**src/rtl/mux_n_reg.sv**
```systemverilog
// mux_n_reg: registered N:1 multiplexer with clock-enable, output-valid
// strobe, out-of-range select detection with hold, and an auto-scan mode.
// The input at index k is a[k*WIDTH +: WIDTH]. y is updated one cycle after
// the enabled edge that sampled it.
//
// Optional build macro: MUX_N_REG_SCAN_DONE_EN
//   When defined, adds output scan_done. It is high for one cycle alongside
//   the y value taken from the last input during a scan.
module mux_n_reg #(
    parameter int WIDTH = 8,
    parameter int N_IN  = 8,
    parameter int SEL_W = 3
) (
    input  logic                    clk,
    input  logic                    reset,
    input  logic                    en,
    input  logic                    mode,
    input  logic [SEL_W-1:0]        s,
    input  logic [N_IN*WIDTH-1:0]   a,
    output logic [WIDTH-1:0]        y,
    output logic                    y_valid,
    output logic [SEL_W-1:0]        sel_q,
    output logic                    sel_err
`ifdef MUX_N_REG_SCAN_DONE_EN
    ,
    output logic                    scan_done
`endif
);

    // N_IN may equal 2**SEL_W, so the range compare uses one extra bit.
    localparam logic [SEL_W:0]   NIN_EXT  = (SEL_W+1)'(N_IN);
    localparam logic [SEL_W-1:0] LAST_IDX = SEL_W'(N_IN - 1);

    logic [SEL_W-1:0] scan_q;
    logic [SEL_W-1:0] idx;
    logic             in_range;
    logic [WIDTH-1:0] sel_data;

    // Pick the active index and qualify direct selects against N_IN.
    always_comb begin
        idx      = mode ? scan_q : s;
        in_range = ({1'b0, s} < NIN_EXT);
    end

    // Compare-based mux: an out-of-range index simply yields zero, so no
    // part-select ever goes past the end of a.
    always_comb begin
        sel_data = '0;
        for (int k = 0; k < N_IN; k++) begin
            if (idx == SEL_W'(k)) begin
                sel_data = a[k*WIDTH +: WIDTH];
            end
        end
    end

    // Output register: update on enabled scan or in-range select, hold otherwise.
    always_ff @(posedge clk) begin
        if (reset) begin
            y       <= '0;
            y_valid <= 1'b0;
            sel_q   <= '0;
            sel_err <= 1'b0;
        end else if (en) begin
            if (mode || in_range) begin
                y       <= sel_data;
                sel_q   <= idx;
                y_valid <= 1'b1;
                sel_err <= 1'b0;
            end else begin
                y_valid <= 1'b0;
                sel_err <= 1'b1;
            end
        end else begin
            y_valid <= 1'b0;
        end
    end

    // Scan position: cleared whenever in direct mode, so every scan starts at 0.
    always_ff @(posedge clk) begin
        if (reset || !mode) begin
            scan_q <= '0;
        end else if (en) begin
            scan_q <= (scan_q == LAST_IDX) ? '0 : scan_q + 1'b1;
        end
    end

`ifdef MUX_N_REG_SCAN_DONE_EN
    // End-of-scan strobe, aligned with the y value taken from the last input.
    always_ff @(posedge clk) begin
        if (reset) begin
            scan_done <= 1'b0;
        end else begin
            scan_done <= en && mode && (scan_q == LAST_IDX);
        end
    end
`endif

endmodule

```
**config.mk**
```make
export PLATFORM = sky130hd
export DESIGN_NAME = mux_n_reg
export DESIGN_NICKNAME = d
export VERILOG_FILES = /design/src/rtl/mux_n_reg.sv
export SDC_FILE = /design/constraint.sdc
export NUM_CORES = 1
export LEC_CHECK = 0
export ABC_AREA = 1
export CORE_MARGIN = 2
export CORE_UTILIZATION = 39
export DETAILED_ROUTE_END_ITERATION = 10
export HOLD_SLACK_MARGIN = 0.03
export PLACE_DENSITY = 0.91
export SYNTH_ARGS = -nofsm -noshare
export SYNTH_HDL_FRONTEND = slang
export SYNTH_SLANG_ARGS = --single-unit
```
**constraint.sdc**
```tcl
create_clock -name clk -period 4 [get_ports clk]
set_input_delay 0.8 -clock clk [delete_from_list [all_inputs] [get_ports clk]]
set_output_delay 0.8 -clock clk [all_outputs]
set_load 0.01 [all_outputs]
```
==> impl.org <==
** Pwr
- Power comes to 450 uW.
- The worst-case IR drop observed on VDD is 0.000182 V.
- Total leakage power :: 0.000871 uW
- Pwr Density :: 214 nW/um^2

** Layout
- Layout cells sized above 1 :: 0.0717
- Number of nets in the layout :: 353
- Antenna cells :: 0
- Compared with the post-synthesis result, the final layout area differs by 61.6%.
- Area of the multi-input gates :: 820 um^2
- Number of cells in the finished layout apart from fillers :: 323
- FF+latch area :: 300 um^2
- After filler insertion, the fill cell instance count of the layout stands at 286.

** Timing
- The count of pins over their slew limit was 0.
- Clock Skews :: 0.0105 ns
- Setup repair after global routing left no endpoint under its margin.
- Final hold vios :: 0
- Final worst slack :: 1.19 ns
- For the pin with the worst max-slew slack, the measured transition is 0.787 ns.
- Counting I/O delays and the setup requirement, the final critical path takes 2.81 ns.
- Dividing the final minimum period by the clock period gives 0.703.
- In this run the tightest slew margin relative to its limit is 0.473.
- Final setup violation count :: 0
- Maximum clock rate :: 356 MHz
- Across all hold checks on the routed design, the worst slack comes to 0.483 ns.
- Sum of negative setup slack :: 0 ns

** Routing
- Summed over all layers, the routed wires come to 4170 um.
- Total vias in the final route :: 1574
- The first detailed-routing pass ran for 4 iterations.
- Count of antenna-violating nets left after detailed routing :: 0
- After the first detailed-routing iteration, the DRC count stood at 115.
- Via density per instance :: 4.87
- Total DRC errors in the routed layout :: 0
- Detailed-route wire length per cell :: 12.9 um

** Clock tree
- The root buffer cell chosen for the clock tree is sky130_fd_sc_hd__clkbuf_4.
- CTS tree :: done
- Clock-pin slew was measured on the worst setup and hold paths at 0.09 ns.
- Number of buffers added by the clock tree synthesis step :: 3
- Clock tree buffer depth :: 2
- Setup bufs post-CTS :: 0
- Hold bufs inserted after CTS :: 0
- Count of clock tree sinks :: 15
- CTS H-tree depth :: 1
- Clock insertion delay at the later pin of the skew report :: 0.29 ns
- After clock tree synthesis, the repair step resized 0 gates.

** Synth
- In this run the cell area of the synthesized design comes to 1300 um^2.
- By instance count, the leading cell after synthesis is sky130_fd_sc_hd__nand2_1.
- The biggest area contributor in the post-synthesis netlist is sky130_fd_sc_hd__dfxtp_1.
- Of the synthesized area, sequential elements account for 0.231.
- Synthesis instantiated 23 different standard cells from the library.
- Flop and latch count out of synthesis :: 15
- The number of nets in the synthesized netlist is 279.
- Gate count after technology mapping :: 206
- Async set-or-reset flop fraction in the synthesized netlist :: 0
- For this run, the leading register cell type out of synthesis is sky130_fd_sc_hd__dfxtp_1.
- Number of flops mapped to enable cells by yosys :: 0
- Leading post-synthesis cells by instance count :: 48 x sky130_fd_sc_hd__nand2_1, 37 x sky130_fd_sc_hd__nor2_1, 24 x sky130_fd_sc_hd__nand4_1
- Number of synthesis warnings :: 0
- Mapped Avg Cell Area :: 6.30 um^2
- By area the synthesized netlist is led by sky130_fd_sc_hd__dfxtp_1 23%, sky130_fd_sc_hd__nand2_1 14%, sky130_fd_sc_hd__nand4_1 12%, sky130_fd_sc_hd__nor2_1 11%, sky130_fd_sc_hd__nand3_1 6.6%.
- The share of synthesized area in the top cell type comes to 0.231.

** Placed design
- At the placement stage, the worst setup path has a slack of 0.880 ns.
- Buffers placed on the I/O ports in this run total 82.
- Detailed placement ended at an HPWL of 3280 um.
- Total instance count after detailed placement :: 319
- The congestion estimate from routability-driven global placement came to 0.889.

** Setup path
- Cell family contributing the most delay on the critical path :: simple AND/OR/NAND/NOR gates
- Cell Chain, Critical Path :: clkdlybuf4s50_1 > o21ai_4 > nand3_1 > nor2_1 > nor2_1 > nand4_1 > nand2_1 > a21oi_2
- The cell that appears most often on the critical path is sky130_fd_sc_hd__nor2_1.
- The worst setup path is launched from a primary input.
- Along the worst path, the maximum fanout reaches 30.
- Cell with the largest stage delay on the worst path :: sky130_fd_sc_hd__o21ai_4
- The worst setup path is captured at a register.
- For this run, the slowest stage of the critical path takes 0.71 ns.
- Worst Setup Path Type :: primary input to register
- CP Buf/Inv Count :: 1
- Cell depth of the worst flop-to-flop path :: 9
- For the worst setup path, the data required time is 4.22 ns.
- Arr. time, crit path :: 3.04 ns
- Number of cells on the critical path :: 8

** Flow run
- Max-cap violations :: 0

** Die
- The floorplan step set the die height to 61.7 um.
- The initial utilization of the core area, before any placement, comes to 0.419.
- Core Rows :: 20
- The floorplan step defined a die boundary enclosing 3810 um^2.
- I/O pin count :: 84
- The die is 61.7 um wide.
- The total area inside the core boundary comes to 3100 um^2.

** Worst hold path
- Hold path cells :: 2
- Worst min-delay path class :: register to register

** GRT
- The first global-routing pass estimated 6140 um of wire.
- Global route total overflow :: 0
- The via count of the first global-routing pass is 1463.
- Across every metal layer, demand over resource in global routing totals 0.216.
- Pin count of the biggest net entering global routing :: 31
- The number of antenna violations at the first check in global routing came to 0.

** Run status
- Status :: completed
## stage by stage
stage	utilization	area, um^2
floorplan	-	1300
global placement	0.667	2070
detailed placement	0.667	2070
CTS	0.676	2100
global route	0.676	2100
finish	0.676	2100
## final cells by class
class | instances | share of cell area
Timing Repair Buffer | 82 | 0.391
Multi-Input combinational cell | 158 | 0.391
Sequential cell | 15 | 0.143
Inverter | 20 | 0.0358
Tap cell | 44 | 0.0262
Clock buffer | 3 | 0.0107
Clock inverter | 1 | 0.00239
## flip-flops by register name, summed over array words and instances (netlist names)
name / count
y: 8
scan_q: 3
y_valid: 1
sel_q: 3
## power breakdown
group / total (uW) / leakage (uW) / switching (uW) / internal [uW]
sequential: 167 / 0.000124 / 6.51 / 161
clock: 85.8 / 0.0000177 / 48.7 / 37.2
combinational: 197 / 0.000729 / 89.7 / 107
## worst register-to-register path: stages (launching register included)
cell                      delay [ns]
sky130_fd_sc_hd__dfxtp_1        0.41
sky130_fd_sc_hd__inv_1          0.06
sky130_fd_sc_hd__nand2_1        0.05
sky130_fd_sc_hd__nand2_1        0.31
sky130_fd_sc_hd__nor3_4         0.48
sky130_fd_sc_hd__inv_2          0.14
sky130_fd_sc_hd__nor2_1         0.12
sky130_fd_sc_hd__nor2_1         0.05
sky130_fd_sc_hd__nand2_1        0.11
sky130_fd_sc_hd__a21oi_2        0.05
## cell families after synthesis
family	share of synthesized area
other cells	0.00289
flops	0.231
fa+ha+maj	0.0193
compound gates	0.123
simple gates	0.486
buf+inv	0.138
## final timing paths
path | from | to | slack [ns]
worst max register to register | scan_q[0] | y[6] | 2.10
worst max-delay path | mode | y[3] | 1.19
worst min-delay path | y[6] | y[6] | 0.48
worst min register to register | y[6] | y[6] | 0.48
## routing by layer
layer / up-vias / global-route usage / part of all wire
met3: 2 / 0.0393 / 0.087
met2: 62 / 0.374 / 0.47
met1: 677 / 0.268 / 0.44
met4: 0 / 0.0729 / 0.0036
met5: - / 0 / 0
li1: 833 / - / -
## cells in the final DEF (no fill, tap or decap)
cell type,Yosys,routed
sky130_fd_sc_hd__nand2_2,2,2
sky130_fd_sc_hd__nand4_1,24,24
sky130_fd_sc_hd__nor3_4,3,3
sky130_fd_sc_hd__nand3_1,17,17
sky130_fd_sc_hd__clkinv_2,0,1
sky130_fd_sc_hd__clkbuf_4,0,3
sky130_fd_sc_hd__conb_1,1,1
sky130_fd_sc_hd__nand2_1,48,48
sky130_fd_sc_hd__nor2_1,37,37
sky130_fd_sc_hd__dfxtp_1,15,15
sky130_fd_sc_hd__ha_1,2,2
sky130_fd_sc_hd__a21oi_2,7,7
sky130_fd_sc_hd__a211oi_1,2,2
sky130_fd_sc_hd__o21ai_0,1,1
sky130_fd_sc_hd__nor3_2,1,1
sky130_fd_sc_hd__a21oi_1,8,8
sky130_fd_sc_hd__o211ai_1,3,3
sky130_fd_sc_hd__clkdlybuf4s50_1,0,82
sky130_fd_sc_hd__inv_1,18,18
sky130_fd_sc_hd__inv_2,2,2
sky130_fd_sc_hd__nor3_1,1,1
sky130_fd_sc_hd__o21ai_4,1,1
(Power assumes the default switching activity.)
